==> src/rtl/bus_arbiter_if.sv <==
// Two-master request/ack handshake plus the Bridge-side bus, shared by bus_arbiter and its masters.
interface bus_arbiter_if #(
  parameter int ADDR_W = 32,
  parameter int DATA_W = 32
);
  logic              m0_req;
  logic [ADDR_W-1:0] m0_addr;
  logic              m0_wen;
  logic [DATA_W-1:0] m0_wdata;
  logic [DATA_W-1:0] m0_rdata;
  logic              m0_ack;
  logic              m0_stall;

  logic              m1_req;
  logic [ADDR_W-1:0] m1_addr;
  logic              m1_wen;
  logic [DATA_W-1:0] m1_wdata;
  logic [DATA_W-1:0] m1_rdata;
  logic              m1_ack;

  logic [ADDR_W-1:0] Bus_addr;
  logic              Bus_wen;
  logic [DATA_W-1:0] Bus_wdata;
  logic [DATA_W-1:0] Bus_rdata;
  logic              busy;

  modport master (
    output m0_req, m0_addr, m0_wen, m0_wdata,
    output m1_req, m1_addr, m1_wen, m1_wdata,
    output Bus_rdata,
    input  m0_rdata, m0_ack, m0_stall, m1_rdata, m1_ack,
    input  Bus_addr, Bus_wen, Bus_wdata, busy
  );

  modport slave (
    input  m0_req, m0_addr, m0_wen, m0_wdata,
    input  m1_req, m1_addr, m1_wen, m1_wdata,
    input  Bus_rdata,
    output m0_rdata, m0_ack, m0_stall, m1_rdata, m1_ack,
    output Bus_addr, Bus_wen, Bus_wdata, busy
  );
endinterface

==> src/rtl/bus_arbiter.sv <==
// Serialises CPU (M0) and DMA/debug (M1) accesses onto the single Bridge bus.
// state | meaning
// IDLE  | bus driven 0; grant a pending request (acked master is masked for this cycle)
// BUSY  | latched access on Bus_* for ACC_CYC cycles; read data captured in the last one
module bus_arbiter #(
  parameter int ADDR_W     = 32,
  parameter int DATA_W     = 32,
  parameter int ACC_CYC    = 2,
  parameter int FIXED_PRIO = 0
) (
  input  logic cpu_clk,
  input  logic cpu_rst,
  bus_arbiter_if.slave bus
);

  localparam int CNT_W = (ACC_CYC > 1) ? $clog2(ACC_CYC) : 1;
  localparam logic [CNT_W-1:0] CNT_LAST = CNT_W'(ACC_CYC - 1);

  typedef enum logic {IDLE, BUSY} state_t;

  state_t            state;
  logic [CNT_W-1:0]  cnt;
  logic              last_gnt;
  logic              gnt_id;
  logic              lat_wen;
  logic [ADDR_W-1:0] bus_addr_q;
  logic              bus_wen_q;
  logic [DATA_W-1:0] bus_wdata_q;
  logic [DATA_W-1:0] m0_rdata_q;
  logic [DATA_W-1:0] m1_rdata_q;
  logic              m0_ack_q;
  logic              m1_ack_q;
  logic              req0_ok;
  logic              req1_ok;
  logic              win;

  // In fixed-priority mode a raised m0_req blocks M1 even during M0's ack cycle.
  always_comb begin
    req0_ok = bus.m0_req & ~m0_ack_q;
    req1_ok = bus.m1_req & ~m1_ack_q;
    if (FIXED_PRIO != 0) req1_ok = req1_ok & ~bus.m0_req;
    if (req0_ok && req1_ok) win = ~last_gnt;
    else                    win = req1_ok;
  end

  always_ff @(posedge cpu_clk or posedge cpu_rst) begin
    if (cpu_rst) begin
      state       <= IDLE;
      cnt         <= '0;
      last_gnt    <= 1'b1;
      gnt_id      <= 1'b0;
      lat_wen     <= 1'b0;
      bus_addr_q  <= '0;
      bus_wen_q   <= 1'b0;
      bus_wdata_q <= '0;
      m0_rdata_q  <= '0;
      m1_rdata_q  <= '0;
      m0_ack_q    <= 1'b0;
      m1_ack_q    <= 1'b0;
    end else begin
      m0_ack_q <= 1'b0;
      m1_ack_q <= 1'b0;
      case (state)
        IDLE: begin
          if (req0_ok || req1_ok) begin
            state       <= BUSY;
            cnt         <= '0;
            gnt_id      <= win;
            last_gnt    <= win;
            lat_wen     <= win ? bus.m1_wen : bus.m0_wen;
            bus_addr_q  <= win ? bus.m1_addr : bus.m0_addr;
            bus_wen_q   <= win ? bus.m1_wen : bus.m0_wen;
            bus_wdata_q <= win ? bus.m1_wdata : bus.m0_wdata;
          end
        end
        BUSY: begin
          cnt       <= cnt + 1'b1;
          bus_wen_q <= 1'b0;
          if (cnt == CNT_LAST) begin
            state       <= IDLE;
            bus_addr_q  <= '0;
            bus_wdata_q <= '0;
            if (gnt_id) begin
              m1_ack_q <= 1'b1;
              if (!lat_wen) m1_rdata_q <= bus.Bus_rdata;
            end else begin
              m0_ack_q <= 1'b1;
              if (!lat_wen) m0_rdata_q <= bus.Bus_rdata;
            end
          end
        end
        default: state <= IDLE;
      endcase
    end
  end

  assign bus.Bus_addr  = bus_addr_q;
  assign bus.Bus_wen   = bus_wen_q;
  assign bus.Bus_wdata = bus_wdata_q;
  assign bus.m0_rdata  = m0_rdata_q;
  assign bus.m1_rdata  = m1_rdata_q;
  assign bus.m0_ack    = m0_ack_q;
  assign bus.m1_ack    = m1_ack_q;
  assign bus.m0_stall  = bus.m0_req & ~m0_ack_q;
  assign bus.busy      = (state == BUSY);

endmodule

==> src/flat_wrapper.sv <==
// flat-port wrapper written by rule: the top's interface ports become plain ports
module bus_arbiter_flat 
#(
  parameter int ADDR_W     = 32,
  parameter int DATA_W     = 32,
  parameter int ACC_CYC    = 2,
  parameter int FIXED_PRIO = 0
)
  (cpu_clk, cpu_rst, bus_m0_req, bus_m0_addr, bus_m0_wen, bus_m0_wdata, bus_m1_req, bus_m1_addr, bus_m1_wen, bus_m1_wdata, bus_Bus_rdata, bus_m0_rdata, bus_m0_ack, bus_m0_stall, bus_m1_rdata, bus_m1_ack, bus_Bus_addr, bus_Bus_wen, bus_Bus_wdata, bus_busy);
  bus_arbiter_if #(.ADDR_W(ADDR_W), .DATA_W(DATA_W)) bus_i ();
  input  logic cpu_clk;
  input  logic cpu_rst;
  input wire logic [$bits(bus_i.m0_req)-1:0] bus_m0_req;
  input wire logic [$bits(bus_i.m0_addr)-1:0] bus_m0_addr;
  input wire logic [$bits(bus_i.m0_wen)-1:0] bus_m0_wen;
  input wire logic [$bits(bus_i.m0_wdata)-1:0] bus_m0_wdata;
  input wire logic [$bits(bus_i.m1_req)-1:0] bus_m1_req;
  input wire logic [$bits(bus_i.m1_addr)-1:0] bus_m1_addr;
  input wire logic [$bits(bus_i.m1_wen)-1:0] bus_m1_wen;
  input wire logic [$bits(bus_i.m1_wdata)-1:0] bus_m1_wdata;
  input wire logic [$bits(bus_i.Bus_rdata)-1:0] bus_Bus_rdata;
  output wire logic [$bits(bus_i.m0_rdata)-1:0] bus_m0_rdata;
  output wire logic [$bits(bus_i.m0_ack)-1:0] bus_m0_ack;
  output wire logic [$bits(bus_i.m0_stall)-1:0] bus_m0_stall;
  output wire logic [$bits(bus_i.m1_rdata)-1:0] bus_m1_rdata;
  output wire logic [$bits(bus_i.m1_ack)-1:0] bus_m1_ack;
  output wire logic [$bits(bus_i.Bus_addr)-1:0] bus_Bus_addr;
  output wire logic [$bits(bus_i.Bus_wen)-1:0] bus_Bus_wen;
  output wire logic [$bits(bus_i.Bus_wdata)-1:0] bus_Bus_wdata;
  output wire logic [$bits(bus_i.busy)-1:0] bus_busy;
  assign bus_i.m0_req = bus_m0_req;
  assign bus_i.m0_addr = bus_m0_addr;
  assign bus_i.m0_wen = bus_m0_wen;
  assign bus_i.m0_wdata = bus_m0_wdata;
  assign bus_i.m1_req = bus_m1_req;
  assign bus_i.m1_addr = bus_m1_addr;
  assign bus_i.m1_wen = bus_m1_wen;
  assign bus_i.m1_wdata = bus_m1_wdata;
  assign bus_i.Bus_rdata = bus_Bus_rdata;
  assign bus_m0_rdata = bus_i.m0_rdata;
  assign bus_m0_ack = bus_i.m0_ack;
  assign bus_m0_stall = bus_i.m0_stall;
  assign bus_m1_rdata = bus_i.m1_rdata;
  assign bus_m1_ack = bus_i.m1_ack;
  assign bus_Bus_addr = bus_i.Bus_addr;
  assign bus_Bus_wen = bus_i.Bus_wen;
  assign bus_Bus_wdata = bus_i.Bus_wdata;
  assign bus_busy = bus_i.busy;
  bus_arbiter #(.ADDR_W(ADDR_W), .DATA_W(DATA_W), .ACC_CYC(ACC_CYC), .FIXED_PRIO(FIXED_PRIO)) u_core (.cpu_clk(cpu_clk), .cpu_rst(cpu_rst), .bus(bus_i));
endmodule
==> config.mk <==
export PLATFORM = sky130hd
export DESIGN_NAME = bus_arbiter_flat
export DESIGN_NICKNAME = d
export VERILOG_FILES = /design/src/rtl/bus_arbiter_if.sv /design/src/rtl/bus_arbiter.sv /design/src/flat_wrapper.sv
export SDC_FILE = /design/constraint.sdc
export NUM_CORES = 1
export LEC_CHECK = 0
export CORE_AREA = 2 2 142 144
export DETAILED_ROUTE_END_ITERATION = 8
export DIE_AREA = 0 0 144 146
export PLACE_DENSITY = 0.67
export SLEW_MARGIN = 0
export SYNTH_ARGS = -nofsm -noshare
export SYNTH_HDL_FRONTEND = slang
export SYNTH_SLANG_ARGS = --single-unit
==> constraint.sdc <==
create_clock -name cpu_clk -period 6.15 [get_ports cpu_clk]
set_input_delay 1.23 -clock cpu_clk [delete_from_list [all_inputs] [get_ports cpu_clk]]
set_output_delay 1.23 -clock cpu_clk [all_outputs]
set_load 0.1 [all_outputs]
## Word level (Yosys, flattened, before mapping)

Cells that the tools add are included.

| storage, ports and cells | value |
|---|---|
| bits in latches | 0 |
| memories kept | 0 |
| flip-flop bits (word level) | 136 |
| ROM bits | 0 |
| output and inout bits | 133 |
| RAM bits | 0 |

| cells by class | value |
|---|---|
| add/sub/neg operators | 1 |
| multipliers | 0 |
| equality and inequality tests | 2 |
| shift operators | 0 |
| reductions and logical operators | 6 |
| bitwise logic cells | 8 |
| magnitude comparators | 0 |
| muxes and demuxes | 22 |
| divide/modulo/power cells | 0 |

Operators by type and width:

| kind | number |
|---|---|
| $mux 32 | 5 |
| $pmux 32 s2 | 2 |
| $mux 1 | 12 |
| $reduce_and 4->1 | 2 |
| $not 1->1 | 6 |
| $pmux 1 s2 | 3 |
| $reduce_and 2->1 | 2 |
| $and 1x1->1 | 2 |
| $ne 2x1->1 const B | 1 |
| $ne 2x2->1 const B | 1 |
| $add 1x1->1 const B | 1 |
| $logic_and 1x1->1 | 1 |
| $logic_or 1x1->1 | 1 |

## Logic depth before layout (Yosys ltp)

| depth | value |
|---|---|
| depth after elaboration | 7 |
| mapped depth | 8 |
| mapped depth without buffers | 5 |

## Least setup slack after synthesis

No wires, ideal clock.

| timing | value |
|---|---|
| path kind | in2out |
| start point | input bus_m0_req |
| end point | output bus_m0_stall |
| data required time | 4920 ps |
| stages on the path | 2 |
| arrival | 1627 ps |
| setup slack | 3293 ps |
| buffers on the path | 0 |
| cell sequence | nand2b_4 > inv_2 |

| on the way | value |
|---|---|
| cells in the longest elaborated chain, start to end | 1 |

RTL lines:

| what | line | RTL |
|---|---|---|
| start, declared | flat_wrapper.sv:13 | `input wire logic [$bits(bus_i.m0_req)-1:0] bus_m0_req;` |
| $and 1x1->1 | bus_arbiter.sv:104 | `assign bus.m0_stall = bus.m0_req & ~m0_ack_q;` |
| end, declared | flat_wrapper.sv:24 | `output wire logic [$bits(bus_i.m0_stall)-1:0] bus_m0_stall;` |

No other way between the ends.

## Worst setup path after layout

Same ends and word-level chain as after synthesis.

==> impl_metrics.json <==
{
  "synth_compound_area_share_pct": 10.5,
  "start_kind": "primary input",
  "setup_violations": 0,
  "gp_congestion": 0.713,
  "yosysWarnings": 0,
  "min_period_ns": 4.25,
  "met2_usage_pct": 27.0,
  "synth.top_cell.area_share_pct": 58.9,
  "cp-startpoint": "bus_m0_req",
  "grt_pass1_wl_mm": 25.6,
  "rsz0062_at_grt": "false",
  "ff2ff_setup_slack_ns": 3.86,
  "synth_top_family_by_area": "multiplexers",
  "fin_crit_sh_pct": 69.1,
  "drtAntennaViolNets": 0,
  "crit_type": "primary input to output port",
  "synthSimpleGateAreaFrac_pct": 1.53,
  "fin_ws_ns": 1.90,
  "grt_pass1_vias": 4828,
  "syn_to_final_growth_pct": 64.5,
  "num_io_pins": 299,
  "hold_class": "flip-flop to flip-flop",
  "end_kind": "output port",
  "cp_max_fo": 3,
  "vias_per_cell": 4.58,
  "syn_inst": 382,
  "dieHeight_um": 146,
  "overflow": 0,
  "syn_area_um2": 5730,
  "cts_resized": 0,
  "synth_area_per_cell_um2": 15.0,
  "async_flop_share_pct": 100,
  "pre_cts_ws_ns": 1.88,
  "reg2reg_depth": 6,
  "ys_top_cells_by_area": "dfrtp_1, mux2_2, mux2i_1",
  "clk_pin_slew_ns": 0.06,
  "dieArea_um2": 21000,
  "whs_path_depth": 1,
  "hold_viol": 0,
  "drtPass1Iterations": 4,
  "cts-root-buf": "clkbuf_16",
  "synth_nets": 548,
  "yosys.area.top_type": "dfrtp_1",
  "use_met1_pct": 17.1,
  "cts_tree": "yes",
  "dp_hpwl_mm": 12.1,
  "drv_cap": 0,
  "port_buffers": 298,
  "final.setup_skew_ns": 0.00533,
  "numCtsBuffers": 17,
  "start_util_pct": 29.6,
  "die_w_um": 144,
  "synthAdderAreaFrac_pct": 0,
  "worst_pin_slew_ns": 1.26,
  "clk_latency_ns": 0.41,
  "status": "complete, no violations",
  "synthFlopType": "dfrtp_1",
  "crit_arrival_ns": 3.02,
  "ys_types": 27,
  "cp-endpoint": "bus_m0_stall",
  "drt_iter0_drc": 117,
  "grt-busiest-layer": "met2",
  "tns_ns": 0,
  "final_nets": 841,
  "met3_usage_pct": 5.86,
  "max-clock-path-buffers": 2,
  "r2r-start": "u_core.bus.m0_ack",
  "crit_required_ns": 4.92,
  "drv_slew": 0,
  "timing.rr.end": "u_core.bus.Bus_wdata[4]",
  "vias": 4357,
  "wl_mm": 16.6,
  "cts_hold_buf": 0,
  "post_cts_buffers": 0,
  "htreeDepth": 4,
  "wl_per_cell_um": 17.4,
  "synth.area.mux_share_pct": 24.6,
  "rows": 51,
  "drive_above_1_share_pct": 15.6,
  "slew_headroom_pct": 16.3,
  "synth-xor-area-share_pct": 0,
  "synth_edf_count": 0,
  "grt_util_all_layers_pct": 15.6,
  "clock_sinks": 136,
  "grt_max_degree": 76,
  "grt_antenna_before_repair": 1,
  "fmax_mhz": 235,
  "ys_seq_area_share_pct": 59.4,
  "core_area_um2": 19300,
  "drcViolationCount": 0,
  "ys_seq_elements": 136
}
routing by layer:
metal / vias to the layer above / part of all wire, %
li1: 2006 / -
met1: 2136 / 38
met2: 193 / 50
met3: 22 / 10
met4: 0 / 2.0
met5: - / 0
sequential cells by signal, indices dropped and copies added (netlist names), 32 cells and up:
register / cells
u_core.bus.m0_rdata: 32
u_core.bus.m1_rdata: 32
u_core.bus.Bus_wdata: 32
u_core.bus.Bus_addr: 32
per-stage QoR:
step	instances	cell area (um^2)	utilization (%)	hold slack (ns)
after floorplan	382	5730	-	0.459
after global placement	921	8870	45.9	0.471
after detailed placement	921	8870	45.9	0.473
after CTS	950	9430	48.8	0.488
after global routing	951	9430	48.8	0.498
final	951	9430	48.8	0.486
cell usage in the layout, fill, tap and decap left out, drive strengths merged, types with 3 or more instances in the layout:
| cell | n |
|---|---|
| o21ai | 3 |
| clkdlybuf4s50 | 298 |
| o2bb2ai | 64 |
| clkbuf | 20 |
| nor2 | 4 |
| clkinvlp | 3 |
| mux2i | 66 |
| dfrtp | 135 |
| buf | 4 |
| clkinv | 4 |
| nand2 | 6 |
| mux2 | 65 |
worst min path at each step:
stage	from	endpoint	slack (ns)
after floorplan	u_core.last_gnt	u_core.last_gnt	0.46
after global placement	u_core.bus.Bus_wdata[26]	u_core.bus.Bus_wdata[26]	0.47
after detailed placement	u_core.bus.Bus_wdata[3]	u_core.bus.Bus_wdata[3]	0.47
after CTS	u_core.bus.Bus_wdata[26]	u_core.bus.Bus_wdata[26]	0.49
after global routing	u_core.bus.Bus_wdata[16]	u_core.bus.Bus_wdata[16]	0.50
final	u_core.bus.Bus_addr[30]	u_core.bus.Bus_addr[30]	0.49
cell families (layout without fill, tap and decap cells):
group | after synthesis | in the layout
other | 0 | 1
DFF | 136 | 136
muxes | 131 | 131
and+or+nand+nor | 14 | 14
buffers and inverters | 30 | 333
AOI/OAI and AO/OA | 71 | 71
cell type report:
type | count | area, um^2
Antenna cell | 1 | 2.50
Fill cell | 1725 | 9900
Inverter | 2 | 12.5
Sequential cell | 136 | 3400
Timing Repair Buffer | 302 | 3010
Clock buffer | 20 | 457
Clock inverter | 9 | 103
Tap cell | 265 | 332
Multi-Input combinational cell | 216 | 2110
worst max-delay path: stages:
cell and delay, ns:
clkdlybuf4s50_1 0.51, nand2b_4 0.07, inv_2 0.08, clkdlybuf4s50_1 1.13
cells in the mapped netlist (2+ instances only):
library cell  instances
nand2_2               2
o21ai_0               3
buf_6                 8
dfrtp_1             135
nand2_1               4
buf_4                 4
mux2_2               63
buf_8                 3
o2bb2ai_1            64
nor2_1                3
mux2i_1              65
clkbuf_1              8
buf_2                 5
a21o_1                2
Power is left out: the tool's default activity adds up to more than one toggle a clock period on the data nets, which glitch-free logic cannot reach.
